[src/rtl/peecc_ctrl_pkg.sv]
`default_nettype none
// ============================================================================
// Module      : peecc_ctrl_pkg
// Description : Shared definitions for the PEECC run controller:
//               - controller state encoding;
//               - activity shift-register tap indices for each stage enable;
//               - default counter width.
// Revision    : 1.0 - initial release
// ============================================================================
package peecc_ctrl_pkg;

    // Controller state encoding
    typedef enum logic [2:0] {
        ST_IDLE   = 3'd0,
        ST_RUN    = 3'd1,
        ST_DRAIN  = 3'd2,
        ST_DONE   = 3'd3,
        ST_REPORT = 3'd4,
        ST_HOLD   = 3'd5
    } ctrl_state_t;

    // Activity shift-register taps feeding each DataPath stage enable
    localparam int TAP_GEN   = 0;
    localparam int TAP_ENC   = 1;
    localparam int TAP_BUS   = 2;
    localparam int TAP_DEC   = 3;
    localparam int TAP_TRANS = 3;
    localparam int TAP_KCOMP = 4;

    // Default width of the sample and error counters
    localparam int CNT_W_DEFAULT = 11;

endpackage : peecc_ctrl_pkg
`default_nettype wire

[src/rtl/peecc_stage_shifter.sv]
`default_nettype none
// ============================================================================
// Module      : peecc_stage_shifter
// Description : Activity shift register. taps[0] is din delayed by one clock,
//               taps[i] is din delayed by i+1 clocks. Synchronous active-high
//               clear.
// Ports       : clk  in  1      rising-edge clock
//               clr  in  1      synchronous clear, active high
//               din  in  1      activity bit shifted into tap 0
//               taps out WIDTH  all register taps
// Revision    : 1.0 - initial release
// ============================================================================
module peecc_stage_shifter #(
    parameter int WIDTH = 6
) (
    input  logic             clk,
    input  logic             clr,
    input  logic             din,
    output logic [WIDTH-1:0] taps
);

    logic [WIDTH-1:0] taps_q;
    logic [WIDTH-1:0] taps_d;

    always_comb begin
        taps_d = {taps_q[WIDTH-2:0], din};
    end

    always_ff @(posedge clk) begin
        if (clr) begin
            taps_q <= '0;
        end else begin
            taps_q <= taps_d;
        end
    end

    assign taps = taps_q;

endmodule : peecc_stage_shifter
`default_nettype wire

[src/rtl/peecc_run_controller.sv]
`default_nettype none
// ============================================================================
// Module      : peecc_run_controller
// Description : Test-run sequencer upstream of the PEECC DataPath. Produces
//               staggered stage enables for one run of NUM_SAMPLES words,
//               checks isequal over the aligned compare window, pulses done
//               and captures the DataPath statistics.
//               Optional feature macro: PEECC_STOP_ON_ERR_EN - when defined,
//               the first mismatch seen during RUN ends the run early.
// Ports       : clk, rst (sync, active high), start, isequal,
//               max_reg[4:0], sum_transitions[21:0]               (inputs)
//               en_gen_data, en_enc, en_bus, en_dec, en_trans_count,
//               en_k_comp, done, busy, finished,
//               err_cnt[CNT_W-1:0], first_err_idx[CNT_W-1:0],
//               res_max_reg[4:0], res_sum[21:0]                   (outputs)
// Revision    : 1.0 - initial release
// ============================================================================
module peecc_run_controller
    import peecc_ctrl_pkg::*;
#(
    parameter int NUM_SAMPLES = 1024,
    parameter int COMP_LAT    = 5,
    parameter int CNT_W       = CNT_W_DEFAULT
) (
    input  logic             clk,
    input  logic             rst,
    input  logic             start,
    input  logic             isequal,
    input  logic [4:0]       max_reg,
    input  logic [21:0]      sum_transitions,
    output logic             en_gen_data,
    output logic             en_enc,
    output logic             en_bus,
    output logic             en_trans_count,
    output logic             en_dec,
    output logic             en_k_comp,
    output logic             done,
    output logic             busy,
    output logic             finished,
    output logic [CNT_W-1:0] err_cnt,
    output logic [CNT_W-1:0] first_err_idx,
    output logic [4:0]       res_max_reg,
    output logic [21:0]      res_sum
);

    localparam logic [CNT_W-1:0] C_LAST_SAMPLE = CNT_W'(NUM_SAMPLES - 1);

    ctrl_state_t      state_q, state_d;
    logic [CNT_W-1:0] run_cnt_q, run_cnt_d;
    logic [CNT_W-1:0] widx_q, widx_d;
    logic [CNT_W-1:0] err_cnt_q, err_cnt_d;
    logic [CNT_W-1:0] first_err_q, first_err_d;
    logic             have_err_q, have_err_d;
    logic [4:0]       res_max_q, res_max_d;
    logic [21:0]      res_sum_q, res_sum_d;
    logic             done_q, done_d;
    logic             busy_q, busy_d;
    logic             finished_q, finished_d;

    logic [COMP_LAT:0] sr;
    logic              act;
    logic              cmp_v;
    logic              mismatch;
    logic              drain_empty;

    assign act      = (state_q == ST_RUN);
    assign cmp_v    = sr[COMP_LAT];
    assign mismatch = cmp_v & ~isequal;
    // Last compare cycle: only the window tap is still occupied, so the next
    // edge retires the final word and the DataPath is empty.
    assign drain_empty = (sr[COMP_LAT-1:0] == '0);

    peecc_stage_shifter #(
        .WIDTH (COMP_LAT + 1)
    ) u_shifter (
        .clk  (clk),
        .clr  (rst),
        .din  (act),
        .taps (sr)
    );

    always_comb begin
        state_d     = state_q;
        run_cnt_d   = run_cnt_q;
        widx_d      = widx_q;
        err_cnt_d   = err_cnt_q;
        first_err_d = first_err_q;
        have_err_d  = have_err_q;
        res_max_d   = res_max_q;
        res_sum_d   = res_sum_q;

        // Window statistics run independently of state: words still in
        // flight after RUN ends are compared during DRAIN.
        if (cmp_v) begin
            widx_d = widx_q + 1'b1;
            if (!isequal) begin
                if (err_cnt_q != '1) begin
                    err_cnt_d = err_cnt_q + 1'b1;
                end
                if (!have_err_q) begin
                    first_err_d = widx_q;
                    have_err_d  = 1'b1;
                end
            end
        end

        case (state_q)
            ST_IDLE, ST_HOLD: begin
                if (start) begin
                    state_d     = ST_RUN;
                    run_cnt_d   = '0;
                    widx_d      = '0;
                    err_cnt_d   = '0;
                    first_err_d = '0;
                    have_err_d  = 1'b0;
                    res_max_d   = '0;
                    res_sum_d   = '0;
                end
            end
            ST_RUN: begin
                run_cnt_d = run_cnt_q + 1'b1;
                if (run_cnt_q == C_LAST_SAMPLE) begin
                    state_d = ST_DRAIN;
                end
`ifdef PEECC_STOP_ON_ERR_EN
                if (mismatch && !have_err_q) begin
                    state_d = ST_DRAIN;
                end
`endif
            end
            ST_DRAIN: begin
                if (drain_empty) begin
                    state_d = ST_DONE;
                end
            end
            ST_DONE: begin
                state_d = ST_REPORT;
            end
            ST_REPORT: begin
                // DataPath registers its statistics on the done edge, so they
                // are stable for the whole REPORT cycle.
                res_max_d = max_reg;
                res_sum_d = sum_transitions;
                state_d   = ST_HOLD;
            end
            default: begin
                state_d = ST_IDLE;
            end
        endcase

        // Status outputs are registered from the next state so they line up
        // exactly with the state they describe.
        done_d     = (state_d == ST_DONE);
        busy_d     = (state_d == ST_RUN) || (state_d == ST_DRAIN) ||
                     (state_d == ST_DONE);
        finished_d = (state_d == ST_HOLD);
    end

    always_ff @(posedge clk) begin
        if (rst) begin
            state_q     <= ST_IDLE;
            run_cnt_q   <= '0;
            widx_q      <= '0;
            err_cnt_q   <= '0;
            first_err_q <= '0;
            have_err_q  <= 1'b0;
            res_max_q   <= '0;
            res_sum_q   <= '0;
            done_q      <= 1'b0;
            busy_q      <= 1'b0;
            finished_q  <= 1'b0;
        end else begin
            state_q     <= state_d;
            run_cnt_q   <= run_cnt_d;
            widx_q      <= widx_d;
            err_cnt_q   <= err_cnt_d;
            first_err_q <= first_err_d;
            have_err_q  <= have_err_d;
            res_max_q   <= res_max_d;
            res_sum_q   <= res_sum_d;
            done_q      <= done_d;
            busy_q      <= busy_d;
            finished_q  <= finished_d;
        end
    end

    assign en_gen_data    = sr[TAP_GEN];
    assign en_enc         = sr[TAP_ENC];
    assign en_bus         = sr[TAP_BUS];
    assign en_dec         = sr[TAP_DEC];
    assign en_trans_count = sr[TAP_TRANS];
    assign en_k_comp      = sr[TAP_KCOMP];
    assign done           = done_q;
    assign busy           = busy_q;
    assign finished       = finished_q;
    assign err_cnt        = err_cnt_q;
    assign first_err_idx  = first_err_q;
    assign res_max_reg    = res_max_q;
    assign res_sum        = res_sum_q;

endmodule : peecc_run_controller
`default_nettype wire

[config.mk]
export PLATFORM = sky130hd
export DESIGN_NAME = peecc_run_controller
export DESIGN_NICKNAME = d
export VERILOG_FILES = /design/src/rtl/peecc_ctrl_pkg.sv /design/src/rtl/peecc_stage_shifter.sv /design/src/rtl/peecc_run_controller.sv
export SDC_FILE = /design/constraint.sdc
export NUM_CORES = 1
export LEC_CHECK = 0
export CORE_ASPECT_RATIO = 2
export CORE_UTILIZATION = 40
export DETAILED_ROUTE_END_ITERATION = 7
export PLACE_DENSITY = 0.67
export SLEW_MARGIN = 10
export SYNTH_ARGS = -nofsm -noshare
export SYNTH_HDL_FRONTEND = slang
export SYNTH_HIERARCHICAL = 1
export SYNTH_SLANG_ARGS = --single-unit
[constraint.sdc]
create_clock -name clk -period 2.33 [get_ports clk]
set_clock_uncertainty 0.1 [all_clocks]
set_input_delay 0.3495 -clock clk [delete_from_list [all_inputs] [get_ports clk]]
set_output_delay 0.3495 -clock clk [all_outputs]
set_load 0.01 [all_outputs]
==> qor.csv, run 1 <==
stage;metric;value;unit
grt;GR Overflow Total;0;
cts;clock tree root buffer cell;clkbuf_16;
setup_path;arrival time worst endpoint;2.07;ns
sta;maximum clock frequency;512;MHz
yosys;Synth cell types;44;
layout;nets;494;
yosys;FFs w/ async S/R, synth;0;%
grt;global-route wire length before repair;13.2;mm
yosys;synthesis warning total;6;
layout;Sequential Area;1680;um^2
floorplan;die height;131;um
detailed_routing;via count;3026;
layout;antenna cell count;0;
setup_path;Max stage delay cell, worst path;or4_4;
cts;# Post-CTS Setup Buffers;0;
sta;hold_ws;0.257;ns
cts;Post-CTS Hold Fix Bufs;0;
setup_path;crit-path max FO;8;
pwr;peak supply drop;0.000422;V
floorplan;initial core utilization;41.6;%
layout;Filler cells;732;
detailed_routing;DRT Pass-1 Iters;4;
status;status;complete, no violations;
yosys;register area share after synthesis;50.9;%
pwr;leakage power;1.57;nW
sta;setup violators final;0;
setup_path;crit-path cells;or3b_1 -> or4_4 -> o211ai_2 -> o41ai_2;
cts;H-tree levels;3;
cts;CTS clk-pin slew, worst paths;0.06;ns
run;max_cap viols;0;
placement;gpl congestion;0.802;
layout;layout cells sized above 1;6.68;%
yosys;Main synth FF type;dfxtp_1;
detailed_routing;1st-iter DRT viols;160;
yosys;Synth Register Bits;84;
placement;I/O Buffers;88;
layout;max FFs per register;22;
cts;Resize count post-CTS;0;
sta;fin crit share;83.8;%
floorplan;Die X;66.3;um
detailed_routing;final wirelength;8.34;mm
setup_path;Critical Path End Type;register;
yosys;Avg Inst Size Synth;8.86;um^2
yosys;Gate Count Post-Synth;373;
detailed_routing;Routed Antenna Nets;0;
cts;CTS Sinks;84;
cts;Clock Latency Late Sink;0.34;ns
floorplan;die area;8650;um^2
setup_path;crit start category;register;
grt;GRT Overall Usage;20.3;%
cts;TritonCTS buffer count;9;
sta;Setup TNS Final;0;ns
grt;met3 Use GR;4.60;%
layout;commonest non-fill, non-tap cell in the layout;clkdlybuf4s50_1;
cts;clock buffer depth;2;
setup_path;critical path data required time;2.45;ns
sta;post-route minimum period;1.95;ns
layout;multi-input logic area;1500;um^2
layout;non-filler cells, final;560;
placement;cell total after placement;545;
grt;routing usage on met2;36.7;%
grt;largest net degree at the start of global routing;40;
detailed_routing;DRC;0;
sta;Fin. Hold Viols;0;
layout;fin util;57.8;%
sta;RSZ-0062 raised after global routing;no;
cts;CTS tree;done;
yosys;Post-synth EDFFs;0;
detailed_routing;routed vias/inst;5.40;
setup_path;Crit Path Class;register to register;
detailed_routing;DR WL/cell;14.9;um
grt;initial antenna violation count;0;
sta;headroom to the max-slew limit;39.3;%
floorplan;I/O Pins;89;
sta;fin. max-slew vios;0;
layout;commonest cells after routing, fill and taps aside;clkdlybuf4s50_1, dfxtp_1, nor2_1, nand2_1;
grt;most used routing layer;met2;
grt;vias in the first global route;2870;
sta;Slew @ Worst Pin;0.911;ns
yosys;syn nets;407;
grt;met1 Usage GRT;21.5;%
layout;synthesis-to-layout area growth;38.8;%
yosys;mapped cell area;3310;um^2
min_path;Worst Hold Class;input pin to register;
floorplan;Rows;46;
floorplan;core area;7940;um^2
setup_path;Crit path largest cell delay;0.63;ns
pwr;pwr dens;679;nW/um^2
placement;placed wire-length estimate;5.85;mm
pwr;power consumption;0.00311;W
-- critical path: cells and delay by family, from the launching register on --
| family | cells | cell delay (ns) |
|---|---|---|
| AO/OA/AOI/OAI | 2 | 0.26 |
| flip-flops | 1 | 0.30 |
| AND/OR/NAND/NOR | 2 | 1.18 |
-- report_power, final --
group          total (W)  internal (W)  switching (W)
sequential       0.00145       0.00145     0.00000653
combinational   0.000182     0.0000843      0.0000972
clock            0.00148      0.000933       0.000548
total            0.00311       0.00246       0.000652
-- area by class of cell --
class | count | share of cell area, %
repair buffers | 99 | 20.9
clock buffers | 11 | 5.07
inverters | 4 | 0.436
clock inverters | 4 | 1.64
flip-flops and latches | 84 | 36.7
well taps | 96 | 2.62
multi-input cells | 262 | 32.7
-- through the flow --
step | setup slack, ns | instance area [um^2]
2_1_floorplan | 0.408 | 3310
3_3_place_gp | 0.188 | 4280
3_5_place_dp | 0.0895 | 4280
4_1_cts | 0.363 | 4590
5_1_grt | 0.244 | 4590
6_report | 0.378 | 4590
-- cell usage after synthesis, types with 4 or more instances --
master / count / area, um^2
nor2_1: 55 / 206
nand3_1: 13 / 65.1
xor2_1: 4 / 35.0
nor2b_1: 8 / 50.1
clkbuf_1: 19 / 71.3
a22oi_1: 27 / 203
xnor2_1: 7 / 61.3
nand4_1: 5 / 31.3
a21oi_1: 27 / 135
nand2_1: 31 / 116
a31oi_1: 7 / 43.8
or3_1: 6 / 37.5
nor3_1: 11 / 55.1
o21ai_0: 22 / 110
dfxtp_1: 84 / 1680
-- per-layer routing --
| layer | up-vias | wire, um |
|---|---|---|
| met1 | 1450 | 3260 |
| li1 | 1503 | - |
| met3 | 18 | 260 |
| met2 | 55 | 4590 |
| met5 | - | 0 |
| met4 | 0 | 224 |
-- cell families (layout without fill, tap and decap cells) --
kind of cell / Yosys count / in the layout / synth area share (%)
flip-flops: 84 / 84 / 50.9
adder cells (fa/ha/maj): 3 / 3 / 1.14
buffers and inverters: 27 / 118 / 3.79
multiplexers: 1 / 1 / 0.303
XOR/XNOR: 11 / 11 / 2.91
AND/OR/NAND/NOR: 143 / 143 / 20.3
AO/OA/AOI/OAI: 104 / 104 / 20.7
-- path summary, 6_finish.rpt --
kind / slack, ns / cells after the start / start / to
worst min register to register: 0.37 / 2 / first_err_idx[1]$_SDFF_PP0_ / first_err_idx[1]$_SDFF_PP0_
worst max-delay path: 0.38 / 4 / state_q[1]$_SDFF_PP0_ / run_cnt_q[9]$_SDFFE_PP0P_
worst min-delay path: 0.26 / 2 / rst / state_q[0]$_SDFF_PP0_
worst max register to register: 0.38 / 4 / state_q[1]$_SDFF_PP0_ / run_cnt_q[9]$_SDFFE_PP0P_
(Power assumes the default switching activity.)
==> run 2: changes to the inputs <==
==> constraint.sdc (replaced) <==
create_clock -name clk -period 1.8 [get_ports clk]
set_clock_uncertainty 0.1 [all_clocks]
set_input_delay 0.27 -clock clk [delete_from_list [all_inputs] [get_ports clk]]
set_output_delay 0.27 -clock clk [all_outputs]
set_load 0.01 [all_outputs]
==> run 2 against run 1 <==
  * Fmax up 11%
  * Cell count rose by 4.6%
  * Final area grew 5.3%
  * Highest routed layer unchanged
==> qor.csv, run 2 (synthesis gave the netlist of run 1 again) <==
stage;metric;value;unit;change
floorplan;initial core utilization;41.6;%;unchanged
cts;TritonCTS buffer count;9;;unchanged
grt;met1 Usage GRT;23.1;%;+1.5 points
sta;Setup TNS Final;0;ns;unchanged
cts;CTS tree;done;;
sta;setup violators final;0;;unchanged
sta;RSZ-0062 raised after global routing;no;;
sta;post-route minimum period;1.75;ns;-0.197 ns
floorplan;I/O Pins;89;;unchanged
layout;multi-input logic area;1540;um^2;+2.7%
run;max_cap viols;0;;unchanged
detailed_routing;DRT Pass-1 Iters;4;;unchanged
placement;placed wire-length estimate;6.07;mm;+3.7%
setup_path;crit-path max FO;3;;-5
sta;fin. max-slew vios;0;;unchanged
sta;final setup margin;0.0451;ns;-0.333 ns
cts;CTS Sinks;84;;unchanged
layout;fin util;60.8;%;+3.1 points
sta;maximum clock frequency;570;MHz;+11%
pwr;peak supply drop;0.000575;V;+36%
setup_path;arrival time worst endpoint;1.92;ns;-0.15 ns
placement;gpl congestion;0.786;;-1.9%
placement;cell total after placement;570;;+4.6%
setup_path;Crit Path Class;register to register;;
pwr;pwr dens;815;nW/um^2;+20%
detailed_routing;via count;3046;;+0.66%
grt;GRT Overall Usage;20.6;%;+0.29 points
grt;routing usage on met2;37.0;%;+0.24 points
layout;nets;520;;+5.3%
grt;GR Overflow Total;0;;unchanged
setup_path;reg2reg setup slack;0.05;ns;-0.33 ns
cts;CTS clk-pin slew, worst paths;0.06;ns;about the same
sta;Fin. Hold Viols;0;;unchanged
layout;synthesis-to-layout area growth;46.1;%;
floorplan;Rows;46;;unchanged
layout;max FFs per register;22;;unchanged
detailed_routing;routed vias/inst;5.20;;-3.8%
layout;commonest cells after routing, fill and taps aside;clkdlybuf4s50_1, dfxtp_1, nor2_1, buf_4, nand2_1;;
grt;global-route wire length before repair;13.6;mm;+2.5%
setup_path;critical path data required time;1.96;ns;-0.49 ns
pwr;leakage power;1.71;nW;+8.5%
grt;most used routing layer;met2;;
setup_path;RR Startpoint;run_cnt_q[1]$_SDFFE_PP0P_;;
layout;commonest non-fill, non-tap cell in the layout;clkdlybuf4s50_1;;
sta;fin crit share;97.5;%;+14 points
layout;Sequential Area;1680;um^2;+0.15%
setup_path;Setup crit start;run_cnt_q[1]$_SDFFE_PP0P_;;
grt;initial antenna violation count;0;;unchanged
placement;dpl ws;-0.0807;ns;-0.170 ns
cts;H-tree levels;3;;unchanged
cts;clock buffer depth;2;;unchanged
min_path;Worst Hold Class;register to register;;
detailed_routing;DRC;0;;unchanged
grt;vias in the first global route;2883;;+0.45%
cts;Post-CTS Hold Fix Bufs;0;;unchanged
sta;Slew @ Worst Pin;0.385;ns;-0.526 ns
placement;I/O Buffers;88;;unchanged
detailed_routing;Routed Antenna Nets;0;;unchanged
detailed_routing;1st-iter DRT viols;151;;-5.6%
detailed_routing;final wirelength;8.55;mm;+2.5%
cts;clock tree root buffer cell;clkbuf_16;;
status;status;complete, no violations;;
grt;largest net degree at the start of global routing;39;;-2.5%
floorplan;die area;8650;um^2;unchanged
floorplan;Die X;66.3;um;unchanged
detailed_routing;DR WL/cell;14.6;um;-2.0%
sta;headroom to the max-slew limit;74.3;%;+35 points
setup_path;crit path capture;done$_SDFF_PP0_;;
layout;non-filler cells, final;586;;+4.6%
setup_path;worst r2r dst;done$_SDFF_PP0_;;
setup_path;Reg2Reg Depth;5;;+1
sta;hold_ws;0.380;ns;+0.123 ns
cts;Clock Latency Late Sink;0.33;ns;about the same
grt;met3 Use GR;4.69;%;+0.087 points
layout;layout cells sized above 1;13.5;%;+6.8 points
setup_path;crit start category;register;;
layout;antenna cell count;0;;unchanged
floorplan;core area;7940;um^2;unchanged
floorplan;die height;131;um;unchanged
layout;Filler cells;724;;-1.1%
setup_path;Critical Path End Type;register;;
-- run 2: layout make-up --
| cell class | instances | area share [%] |
|---|---|---|
| Clock inverter | 4 | 1.06 |
| Clock buffer | 11 | 4.82 |
| Inverter | 4 | 0.414 |
| Timing Repair Buffer | 125 | 24.5 |
| Sequential cell | 84 | 34.9 |
| Tap cell | 96 | 2.49 |
| Multi-Input combinational cell | 262 | 31.9 |
-- run 2: worst max-delay path, stage by stage (launching register included) --
cell,delay [ns]
dfxtp_2,0.34
ha_2,0.18
and4_4,0.23
nand4_1,0.15
or4_4,0.56
a21oi_1,0.13
-- run 2: worst min path at each step --
stage | start | to | slack, ns | cells after the start
6_report | first_err_idx[7]$_SDFF_PP0_ | first_err_idx[7]$_SDFF_PP0_ | 0.38 | 2
5_1_grt | first_err_idx[1]$_SDFF_PP0_ | first_err_idx[1]$_SDFF_PP0_ | 0.40 | 2
4_1_cts | first_err_idx[7]$_SDFF_PP0_ | first_err_idx[7]$_SDFF_PP0_ | 0.38 | 2
3_5_place_dp | first_err_idx[7]$_SDFF_PP0_ | first_err_idx[7]$_SDFF_PP0_ | 0.37 | 2
3_3_place_gp | first_err_idx[0]$_SDFF_PP0_ | first_err_idx[0]$_SDFF_PP0_ | 0.37 | 2
2_1_floorplan | rst | u_shifter/taps[0]$_SDFF_PP0_ | 0.24 | 1
-- run 2: metal layers --
layer,vias to the layer above,share of wire (%)
met3,4,2.5
met1,1445,41
met5,-,0
met2,40,56
met4,0,0.87
li1,1557,-
-- run 2: repair_timing --
| item | CTS | global route |
|---|---|---|
| buffers inserted | 0 | 1 |
| endpoints found under the setup margin | 1 | 13 |
| resized for setup | 0 | 11 |
| pin swaps | 0 | 1 |
-- run 2: report_power, final --
part / internal, W / leakage, nW / switching [W] / total [W]
registers: 0.00187 / 0.678 / 0.00000742 / 0.00188
logic: 0.000145 / 0.893 / 0.000135 / 0.000280
clock network: 0.00107 / 0.136 / 0.000712 / 0.00178
total: 0.00308 / 1.71 / 0.000855 / 0.00394
-- run 2: metrics by stage --
step | cell area, um^2 | power [W]
3_3_place_gp | 4500 | 0.00219
6_report | 4830 | 0.00394
2_1_floorplan | 3310 | 0.00204
3_5_place_dp | 4500 | 0.00219
4_1_cts | 4780 | 0.00397
5_1_grt | 4830 | 0.00408
==> run 3: changes to the inputs <==
--- a/config.mk
+++ b/config.mk
@@ -14,3 +14,4 @@
 export SYNTH_HDL_FRONTEND = slang
 export SYNTH_HIERARCHICAL = 1
 export SYNTH_SLANG_ARGS = --single-unit
+export TNS_END_PERCENT = 20
==> run 3 against run 2 <==
  * Clock power is 6% higher
  * Sequential power barely moved
  * Register-to-register slack better by 0.02 ns
  * Count of clock-buffer cells in the layout up 1
  * Largest cell class unchanged
  * Highest routed layer unchanged
==> qor.csv, run 3 (synthesis gave the netlist of run 1 again) <==
stage;metric;value;unit;change
pwr;internal power;0.00317;W;+2.9%
grt;GR Overflow Total;0;;unchanged
grt;vias in the first global route;2835;;-1.7%
floorplan;Rows;46;;unchanged
status;status;complete, no violations;;
min_path;Hold Path Depth;2;;unchanged
min_path;Min-Delay Startpoint;widx_q[10]$_SDFF_PP0_;;
layout;nets;518;;-0.38%
min_path;Worst Hold Class;register to register;;
floorplan;die height;131;um;unchanged
cts;TritonCTS buffer count;9;;unchanged
layout;synthesis-to-layout area growth;46.4;%;
setup_path;Critical Path End Type;register;;
floorplan;initial core utilization;41.6;%;unchanged
pwr;Clk pwr share;46.6;%;+1.4 points
sta;Slew @ Worst Pin;0.386;ns;+0.00126 ns
setup_path;critical path data required time;1.95;ns;about the same
detailed_routing;Routed Antenna Nets;0;;unchanged
layout;commonest cells after routing, fill and taps aside;clkdlybuf4s50_1, dfxtp_1, nor2_1, buf_4, nand2_1;;
pwr;peak supply drop;0.000731;V;+27%
pwr;pwr dens;835;nW/um^2;+2.4%
floorplan;Die X;66.3;um;unchanged
grt;global-route wire length before repair;13.3;mm;-1.9%
pwr;sw power;0.000870;W;+1.8%
layout;layout cells sized above 1;12.5;%;-0.99 points
setup_path;arrival time worst endpoint;1.89;ns;-0.03 ns
cts;H-tree levels;3;;unchanged
setup_path;crit start category;register;;
setup_path;crit-path max FO;5;;+2
layout;antenna cell count;0;;unchanged
pwr;sw frac;21.5;%;-0.18 points
detailed_routing;DRT Pass-1 Iters;4;;unchanged
setup_path;Crit Path Class;register to register;;
cts;CTS Sinks;84;;unchanged
detailed_routing;via count;3115;;+2.3%
setup_path;Reg2Reg Depth;6;;+1
detailed_routing;routed vias/inst;5.32;;+2.4%
grt;initial antenna violation count;0;;unchanged
layout;fin util;60.9;%;+0.13 points
cts;CTS clk-pin slew, worst paths;0.06;ns;about the same
setup_path;RR Startpoint;run_cnt_q[1]$_SDFFE_PP0P_;;
sta;headroom to the max-slew limit;74.2;%;-0.17 points
detailed_routing;final wirelength;8.35;mm;-2.3%
pwr;Flop pwr share;46.5;%;-1.2 points
sta;RSZ-0062 raised after global routing;no;;
sta;Setup TNS Final;0;ns;unchanged
cts;CTS tree;done;;
placement;I/O Buffers;88;;unchanged
cts;clock tree root buffer cell;clkbuf_16;;
detailed_routing;1st-iter DRT viols;155;;+2.6%
detailed_routing;DR WL/cell;14.3;um;-2.1%
layout;commonest non-fill, non-tap cell in the layout;clkdlybuf4s50_1;;
cts;Clock Latency Late Sink;0.33;ns;about the same
cts;clock buffer depth;2;;unchanged
run;max_cap viols;0;;unchanged
setup_path;reg2reg setup slack;0.06;ns;+0.02 ns
placement;dpl ws;-0.150;ns;-0.0693 ns
pwr;power consumption;0.00404;W;+2.6%
sta;final setup margin;0.0620;ns;+0.0169 ns
pwr;leakage power;1.72;nW;+0.59%
grt;GRT Overall Usage;20.1;%;-0.46 points
pwr;Comb power frac;6.9;%;-0.2 points
setup_path;worst r2r dst;run_cnt_q[8]$_SDFFE_PP0P_;;
detailed_routing;DRC;0;;unchanged
sta;fin. max-slew vios;0;;unchanged
sta;post-route minimum period;1.74;ns;-0.0169 ns
sta;fin crit share;96.6;%;-0.94 points
sta;maximum clock frequency;575;MHz;+0.97%
placement;placed wire-length estimate;6.07;mm;about the same
sta;setup violators final;0;;unchanged
layout;max FFs per register;22;;unchanged
floorplan;core area;7940;um^2;unchanged
min_path;Hold Path Sink;first_err_idx[10]$_SDFF_PP0_;;
sta;Fin. Hold Viols;0;;unchanged
grt;largest net degree at the start of global routing;38;;-2.6%
placement;gpl congestion;0.802;;+2.0%
floorplan;die area;8650;um^2;unchanged
cts;# Post-CTS Setup Buffers;0;;unchanged
floorplan;I/O Pins;89;;unchanged
## run 3: changes by cell type in the layout (fill, tap and decap cells not counted), sizes merged
| cell | previous run | this run |
|---|---|---|
| buf | 37 | 35 |
| clkbuf | 11 | 12 |
| clkinv | 2 | 1 |
| inv | 4 | 5 |
## run 3: per-layer routing
metal / global-route usage, % / share of wire [%] / up-vias / routed length (um)
li1: - / - / 1554 / -
met1: 22.5 / 40 / 1486 / 3360
met2: 36.1 / 54 / 62 / 4530
met3: 3.82 / 3.3 / 13 / 276
met4: 8.89 / 2.1 / 0 / 178
met5: 0 / 0 / - / 0
## run 3: timing repair
| action | 4_1_cts | 5_1_grt |
|---|---|---|
| gates resized for setup | 3 | 3 |
| endpoints found under the setup margin | 1 | 8 |
| hold buffers | 0 | 0 |
| hold endpoints to repair | 0 | 0 |
| pin swaps | 0 | 1 |
## run 3: how the worst max path moves through the flow
| stage | to | start |
|---|---|---|
| 3_5_place_dp | err_cnt[5]$_SDFF_PP0_ | start |
| 5_1_grt | run_cnt_q[8]$_SDFFE_PP0P_ | run_cnt_q[0]$_SDFFE_PP0P_ |
| 2_1_floorplan | run_cnt_q[9]$_SDFFE_PP0P_ | state_q[2]$_SDFF_PP0_ |
| 6_report | run_cnt_q[8]$_SDFFE_PP0P_ | run_cnt_q[1]$_SDFFE_PP0P_ |
| 3_3_place_gp | err_cnt[5]$_SDFF_PP0_ | start |
| 4_1_cts | done$_SDFF_PP0_ | run_cnt_q[1]$_SDFFE_PP0P_ |
## run 3: critical path, cell delays in order, from the launching register on
cell and delay [ns]:
dfxtp_1 0.34, ha_1 0.17, and4_4 0.24, nand4_1 0.14, buf_4 0.19, or3_1 0.30
a31oi_1 0.17
## run 3: power groups by stage
stage          logic (W)  registers [W]  clock network [W]
4_1_cts         0.000279        0.00188            0.00193
5_1_grt         0.000302        0.00188            0.00201
6_report        0.000278        0.00188            0.00189
3_5_place_dp    0.000274        0.00192                  0
3_3_place_gp    0.000270        0.00192                  0
2_1_floorplan   0.000122        0.00192                  0
## run 3: final cells by class
cell class / instances / area [um^2]
well taps: 96 / 120
fillers: 719 / 3100
multi-input cells: 262 / 1530
inverters: 4 / 20.0
repair buffers: 123 / 1180
flip-flops and latches: 84 / 1680
clock inverters: 4 / 55.1
clock buffers: 12 / 256
## run 3: per-stage QoR
| step | hold slack, ns | std cells | area, um^2 |
|---|---|---|---|
| after global placement | 0.368 | 569 | 4500 |
| after global routing | 0.404 | 585 | 4840 |
| after detailed placement | 0.374 | 569 | 4500 |
| final | 0.385 | 585 | 4840 |
| after floorplan | 0.242 | 373 | 3310 |
| after CTS | 0.385 | 585 | 4820 |
